==> src/rtl/alu_stim_seq.sv <==
// Stimulus sequencer for a combinational ALU: drives one registered vector per
// cycle (increment, LFSR or op-sweep) and compresses the returned results in a MISR.
module alu_stim_seq #(
  parameter int DATA_W      = 32,
  parameter int CTRL_W      = 4,
  parameter int NUM_OPS     = 15,
  parameter int NUM_VECTORS = 200,
  parameter logic [DATA_W-1:0] A_INIT = DATA_W'(2),
  parameter logic [DATA_W-1:0] B_INIT = DATA_W'(2),
  parameter logic [DATA_W-1:0] A_STEP = DATA_W'(2),
  parameter logic [DATA_W-1:0] B_STEP = DATA_W'(3),
  parameter logic [DATA_W-1:0] SEED   = DATA_W'(1),
  parameter logic [DATA_W-1:0] POLY   = DATA_W'(32'h04C11DB7)
) (
  input  logic                                   sys_clk,
  input  logic                                   sys_rst_n,
  input  logic                                   start,
  input  logic                                   abort,
  input  logic [1:0]                             mode,
  input  logic [DATA_W-1:0]                      alu_result,
  output logic [CTRL_W-1:0]                      alu_ctrl,
  output logic [DATA_W-1:0]                      op_a,
  output logic [DATA_W-1:0]                      op_b,
  output logic                                   busy,
  output logic                                   done,
  output logic [$clog2(NUM_VECTORS+1)-1:0]       vec_count,
  output logic [DATA_W-1:0]                      signature
);

  localparam int CNT_W = $clog2(NUM_VECTORS+1);
  localparam logic [CNT_W-1:0]  CNT_LAST = CNT_W'(NUM_VECTORS-1);
  localparam logic [CTRL_W:0]   NOPS     = (CTRL_W+1)'(NUM_OPS);
  localparam logic [CTRL_W-1:0] OP_LAST  = CTRL_W'(NUM_OPS-1);

  typedef enum logic [1:0] {IDLE, RUN, DONE} state_e;

  state_e              state_q, state_d;
  logic [1:0]          mode_q, mode_d;
  logic [DATA_W-1:0]   lfsr_q, lfsr_d;
  logic [CTRL_W-1:0]   ctrl_q, ctrl_d;
  logic [DATA_W-1:0]   a_q, a_d;
  logic [DATA_W-1:0]   b_q, b_d;
  logic [CNT_W-1:0]    cnt_q, cnt_d;
  logic [DATA_W-1:0]   sig_q, sig_d;
  logic [DATA_W-1:0]   lfsr_nx;
  logic [CTRL_W-1:0]   ctrl_inc;

  function automatic logic [DATA_W-1:0] galois(input logic [DATA_W-1:0] s);
    return {s[DATA_W-2:0], 1'b0} ^ (s[DATA_W-1] ? POLY : '0);
  endfunction

  function automatic logic [DATA_W-1:0] bitrev(input logic [DATA_W-1:0] x);
    logic [DATA_W-1:0] r;
    r = '0;
    for (int i = 0; i < DATA_W; i++) r[i] = x[DATA_W-1-i];
    return r;
  endfunction

  // Single subtraction suffices: NUM_OPS > 2**(CTRL_W-1) keeps x-NUM_OPS in range.
  function automatic logic [CTRL_W-1:0] fold(input logic [CTRL_W-1:0] x);
    logic [CTRL_W:0] xe;
    xe = {1'b0, x};
    return (xe >= NOPS) ? CTRL_W'(xe - NOPS) : x;
  endfunction

  assign lfsr_nx  = galois(lfsr_q);
  assign ctrl_inc = (ctrl_q == OP_LAST) ? '0 : ctrl_q + CTRL_W'(1);

  always_comb begin
    state_d = state_q;
    mode_d  = mode_q;
    lfsr_d  = lfsr_q;
    ctrl_d  = ctrl_q;
    a_d     = a_q;
    b_d     = b_q;
    cnt_d   = cnt_q;
    sig_d   = sig_q;
    if (abort) begin
      state_d = IDLE;
    end else begin
      case (state_q)
        IDLE, DONE: begin
          if (start) begin
            state_d = RUN;
            mode_d  = mode;
            sig_d   = '1;
            cnt_d   = '0;
            if (mode == 2'd1) begin
              lfsr_d = SEED;
              a_d    = SEED;
              b_d    = bitrev(SEED);
              ctrl_d = fold(SEED[CTRL_W-1:0]);
            end else begin
              ctrl_d = '0;
              a_d    = A_INIT;
              b_d    = B_INIT;
            end
          end
        end
        RUN: begin
          sig_d = galois(sig_q) ^ alu_result;
          cnt_d = cnt_q + CNT_W'(1);
          if (cnt_q == CNT_LAST) begin
            state_d = DONE;
          end else begin
            case (mode_q)
              2'd1: begin
                lfsr_d = lfsr_nx;
                a_d    = lfsr_nx;
                b_d    = bitrev(lfsr_nx);
                ctrl_d = fold(lfsr_nx[CTRL_W-1:0]);
              end
              2'd2: begin
                ctrl_d = ctrl_inc;
                if (ctrl_q == OP_LAST) begin
                  a_d = a_q + A_STEP;
                  b_d = b_q + B_STEP;
                end
              end
              default: begin
                ctrl_d = ctrl_inc;
                a_d    = a_q + A_STEP;
                b_d    = b_q + B_STEP;
              end
            endcase
          end
        end
        default: state_d = IDLE;
      endcase
    end
  end

  always_ff @(posedge sys_clk or negedge sys_rst_n) begin
    if (!sys_rst_n) begin
      state_q <= IDLE;
      mode_q  <= '0;
      lfsr_q  <= '0;
      ctrl_q  <= '0;
      a_q     <= '0;
      b_q     <= '0;
      cnt_q   <= '0;
      sig_q   <= '0;
    end else begin
      state_q <= state_d;
      mode_q  <= mode_d;
      lfsr_q  <= lfsr_d;
      ctrl_q  <= ctrl_d;
      a_q     <= a_d;
      b_q     <= b_d;
      cnt_q   <= cnt_d;
      sig_q   <= sig_d;
    end
  end

  assign alu_ctrl  = ctrl_q;
  assign op_a      = a_q;
  assign op_b      = b_q;
  assign vec_count = cnt_q;
  assign signature = sig_q;
  assign busy      = (state_q == RUN);
  assign done      = (state_q == DONE);

endmodule

==> config.mk <==
export PLATFORM = sky130hd
export DESIGN_NAME = alu_stim_seq
export DESIGN_NICKNAME = d
export VERILOG_FILES = /design/src/rtl/alu_stim_seq.sv
export SDC_FILE = /design/constraint.sdc
export NUM_CORES = 1
export LEC_CHECK = 0
export CORE_ASPECT_RATIO = 0.8
export CORE_UTILIZATION = 30
export CTS_CLUSTER_DIAMETER = 30
export DETAILED_ROUTE_END_ITERATION = 10
export PLACE_DENSITY = 0.5
export SYNTH_ARGS = -nofsm -noshare
export SYNTH_HDL_FRONTEND = slang
export SYNTH_SLANG_ARGS = --single-unit
==> constraint.sdc <==
create_clock -name sys_clk -period 2.7 [get_ports sys_clk]
set_clock_uncertainty 0.15 [all_clocks]
set_input_delay 0.54 -clock sys_clk [delete_from_list [all_inputs] [get_ports sys_clk]]
set_output_delay 0.54 -clock sys_clk [all_outputs]
set_load 0.01 [all_outputs]
======== Yosys cells after proc, flatten, opt, wreduce, memory -nomap -nowiden ========
Index checks and enable logic that the tools add are counted.
word-level totals
  input port bits ......................... 38
  logic and storage cells ................. 75
  output and inout bits ................... 110
  register bits after elaboration ......... 144
cells by class
  muxes and demuxes ....................... 34
  reductions and logical operators ........ 9
  $lt $le $gt $ge ......................... 1
  bitwise logic cells ..................... 4
  eq/ne operators ......................... 14
  add/sub/neg operators ................... 5
operators with widths
  kind                     number
  $mux W32                 12
  $pmux W32 S2             6
  $add A32 B2 Y32 const B  2
  $xor A32 B27 Y32         2
  $mux W27                 2
  $xor A32 B32 Y32         1
  $mux W4                  5
  $pmux W8 S2              1
  $add A8 B1 Y8 const B    1
  $eq A8 B8 Y1 const B     1
  $mux W2                  4
  $mux W8                  1
  $pmux W4 S2              1
  $eq A2 B1 Y1 const B     3
  $ne A2 B2 Y1 const B     3
  $ne A3 B3 Y1 const B     2
  $reduce_and A3 Y1        2
  $reduce_and A6 Y1        1
  $reduce_and A5 Y1        1
  $add A4 B1 Y4 const B    1
  $eq A2 B2 Y1 const B     2
  $eq A4 B4 Y1 const B     1
  $ge A4 B4 Y1 const B     1
  $pmux W2 S2              1
  other kinds (10)         10

======== Logic depth before layout (Yosys ltp) ========
  depth after elaboration ................. 7
  gate-level depth with buffers ........... 9
  gate-level depth less buffers ........... 7

======== Worst setup path before layout ========
Ideal clock, no wire load.
  path kind ............................... register to register
  start ................................... reg b_q[10], in the netlist op_b[10]
  end ..................................... reg b_q[27], in the netlist op_b[27]
  library setup time ...................... 69 ps
  data required time ...................... 2,481 ps
  cell stages (with the launch flop) ...... 7
  period minus slack after synthesis ...... 2,358 ps
  data arrival time ....................... 2,139 ps
  path slack .............................. 342 ps
  path buffers ............................ 1
  path through ............................ dfrtp_1 > and3_1 > or4b_1 > buf_2 > or3_4 > or4b_1 > nand3_1
between the ends
  cells in the longest elaborated chain, start to end .. 5
RTL lines
  item                      RTL line  text
  start: declaration        42        logic [DATA_W-1:0] b_q, b_d;
  start signal: assignment  140       b_q <= '0;
  start signal: assignment  149       b_q <= b_d;
  $add A32 B2 Y32 *         117, 123
  $mux W32                  115       if (ctrl_q == OP_LAST) begin
  $pmux W32 S2 *            106       case (mode_q)
  $mux W32 *                103       if (cnt_q == CNT_LAST) begin
  $pmux W32 S2 *            81        case (state_q)
Mark *: on every way between the ends. The rest lies on a longest branch, timed or not. The select of a mux whose other input is x is not followed.
A chain may end at the register's enable or synchronous reset.

======== Worst setup path after layout ========
  start ................................... reg state_q[1]
  end ..................................... out busy
between the ends
  cells in the longest elaborated chain, start to end .. 1
RTL lines
  item                      RTL line  text
  start: declaration        37        state_e state_q, state_d;
  start signal: assignment  144       state_q <= state_d;
  $eq A2 B1 Y1              160       assign busy = (state_q == RUN);
  end: declaration          24        output logic busy,
Every way passes these cells.

==> impl_results.md <==
- DR iter-0 viols: approximately 550
- Io pins: roughly 150
- CP Data Required Time: 2.01 ns
- CP arrival: 1.85 ns
- Pwr dens: 753 mW/mm^2
- Final Non-Filler Cells: 1438
- Cell chain of the critical path: nand2b_1, inv_4, clkdlybuf4s50_1
- Outcome: finished, final reports clean
- H-tree level count: 4
- Post-route DRC: 0
- Final WL: 27100 um
- Max_slew headroom: 0.455
- Primary FF master, synth: dfrtp_1
- Setup CP Type: reg -> out
- Unrepaired setup endpoints after global routing: yes
- Critical Path Start Type: flop
- Worst Hold Class: reg -> reg
- Max-cap violations: 0
- Die span in y: 146 um
- Period Utilization, post-route: 0.942
- YS warnings: 0
- Pins Over Slew Limit: 0
- Seq/Total Area, Yosys: 0.461
- Final Hold Slack: 0.335 ns
- Vias in the first global route: 7146
- Post-synth EDFFs: 0
- Synth Instances: between 800 and 900
- Final nets: about 1100
- First-pass GRT wire length: 43300 um
- Antenna cells: 0
- Util after Layout: 0.430
- Setup crit end kind: primary output
- Synth area leaders: dfrtp_1 (46%), o21ai_0 (5.8%), nand2_1 (4.7%)
- Starting Density: 0.308
- Post-synth ARST share: 1.00
- Worst-skew pair later-pin latency: 0.43 ns
- Slowest cell on crit path: clkdlybuf4s50_1
- Total grt overflow: 0
- Fmax: between 0.3 and 0.4 GHz
- Worst-margin pin slew: about 0.8 ns
- Yosys top cell area share: 0.461
- CP Max Fanout: 6
- Drt wl/cell: around 19 um
- Final hold violations: 0
- Synth area leader: dfrtp_1
- All-Layer GR Usage: 0.210
- Via Count: ~7400
- Clock-pin transition on the worst setup and hold timing paths: 0.06 ns
- Final TNS setup: 0 ns
- Finish-stage setup viols: 0
- DP Cell Count: 1403
- Total nets after synthesis: ~930
- Initial antenna violation count: 0
- CTS buffer count: 17
- Row cnt: 52
- Post-Syn Area: 0.00782 mm^2
- Syn Area/Cell: ~8.9 um^2
- Detailed placement HPWL: 19100 um
- I/O Buffers: 147
- Via density: 5.17
- Die W: 183 um
- Clk root buf: clkbuf_16
- Synthesis-to-finish area growth: 39.9%
- CTS tree: built
- Core area: roughly 0.025 mm^2
- Static Leak: roughly 4.4 nW
- Die ar.: 0.0267 mm^2
- GP Congestion: roughly 0.82
- Clk buf depth: 2
- Share of layout cells above drive strength 1: 0.116
- Synth unique cells: 63
- Largest net degree at the start of global routing: 50
- Peak supply drop: 436 uV
- Min Clock Period, post-route: 2.54 ns
- First-pass detailed-route iteration total: 5
- Post-route ant nets: 0
- CTS sink cnt: roughly 140
- Critical Path Max Stage Delay: 0.55 ns
- #FFs+latches synth: 144
==> worst paths after layout <==
path | startpoint | to | slack [ns] | cells past startpoint
max | state_q[1] | busy | 0.16 | 3
min | lfsr_q[0] | lfsr_q[0] | 0.34 | 1
max reg2reg | vec_count[0] | op_a[22] | 0.17 | 8
min reg2reg | lfsr_q[0] | lfsr_q[0] | 0.34 | 1
max in group asynchronous | sys_rst_n | op_a[25] | 1.28 | 3
min in group asynchronous | sys_rst_n | op_a[10] | 0.47 | 2
==> flip-flops by register name, summed over array words and instances, names as in the netlist <==
signal     flops
op_a          32
vec_count      8
lfsr_q        32
signature     32
op_b          32
alu_ctrl       4
mode_q         2
state_q        2
==> cell usage after synthesis, types with 4 or more instances <==
cell / count
ha_1: 6
o31a_1: 9
o221ai_1: 5
o2bb2ai_1: 14
a31oi_1: 5
nor4_1: 10
inv_1: 27
xnor2_1: 40
a221o_1: 4
nor3b_1: 4
a22o_1: 17
xor2_1: 26
nor3_1: 16
a211oi_1: 4
buf_1: 6
o21ai_0: 91
buf_2: 6
dfrtp_1: 144
nand4_1: 20
or3_1: 4
or2_2: 4
and2_1: 6
nand2_1: 98
a22oi_1: 7
a21o_1: 9
clkbuf_1: 40
nand2b_1: 5
a21oi_1: 70
o22ai_1: 9
a32oi_1: 4
and3_1: 17
nor2_1: 74
o31ai_1: 5
nor2b_1: 5
nand3_1: 27
==> layout make-up <==
cell class / instances / area [um^2]
tap: 351 / 439
inverter: 28 / 108
fill: 2492 / 14500
clock inverter: 10 / 209
timing repair buffer: 228 / 2150
sequential: 144 / 3600
clock buffer: 20 / 457
multi-input combinational: 657 / 3980
==> metrics by stage <==
step                worst slack [ns]  total power, W  cell area [um^2]
floorplan                      0.342         0.00411              7820
global placement              0.0178         0.00546             10200
detailed placement           -0.0178         0.00548             10200
CTS                           0.0718         0.00830             10900
global route                 -0.0141         0.00869             10900
finish                         0.158         0.00824             10900
==> report_power, final <==
group          switching [W]  internal, W
sequential          0.000431      0.00252
combinational        0.00124      0.00128
clock                0.00101      0.00177
total                0.00267      0.00557
==> worst max-delay path, delay by kind of cell (launching register included) <==
| kind | cells | cell delay, ns |
|---|---|---|
| buffers and inverters | 2 | 0.71 |
| flip-flops | 1 | 0.39 |
| AND/OR/NAND/NOR | 1 | 0.32 |
==> cell families after synthesis <==
group,after synthesis,synth area share
mux,2,0.00256
flops,144,0.461
fa+ha+maj,6,0.00960
buf+inv,80,0.0393
simple gates,307,0.191
compound gates,276,0.223
xor+xnor,66,0.0739
==> what timing repair did <==
item,CTS,global route
hold buffers,1,0
gates resized for setup,1,4
setup endpoints to repair,1,2
endpoints found under the hold margin,39,0
buffers inserted,4,0
==> layer usage <==
metal  vias up  share of wire  wire length [um]  track usage
met1      3620           0.51             13700        0.323
met4         0         0.0091               248       0.0458
met5         -              0                 0            0
met3        15          0.055              1500       0.0384
li1       3568              -                 -            -
met2       225           0.43             11700        0.300
==> placed cells by master, fill, tap and decap left out, types with 9 or more instances in the layout <==
cell type / count
clkdlybuf4s50_1: 146
dfrtp_1: 144
nand2_1: 98
o21ai_0: 91
nor2_1: 74
buf_4: 74
a21oi_1: 69
xnor2_1: 40
inv_1: 27
nand3_1: 27
xor2_1: 26
nand4_1: 20
a22o_1: 17
and3_1: 17
clkbuf_16: 17
nor3_1: 16
o2bb2ai_1: 14
a21o_1: 9
o22ai_1: 9
o31a_1: 9
No activity file was read; power rests on OpenSTA's default activity.
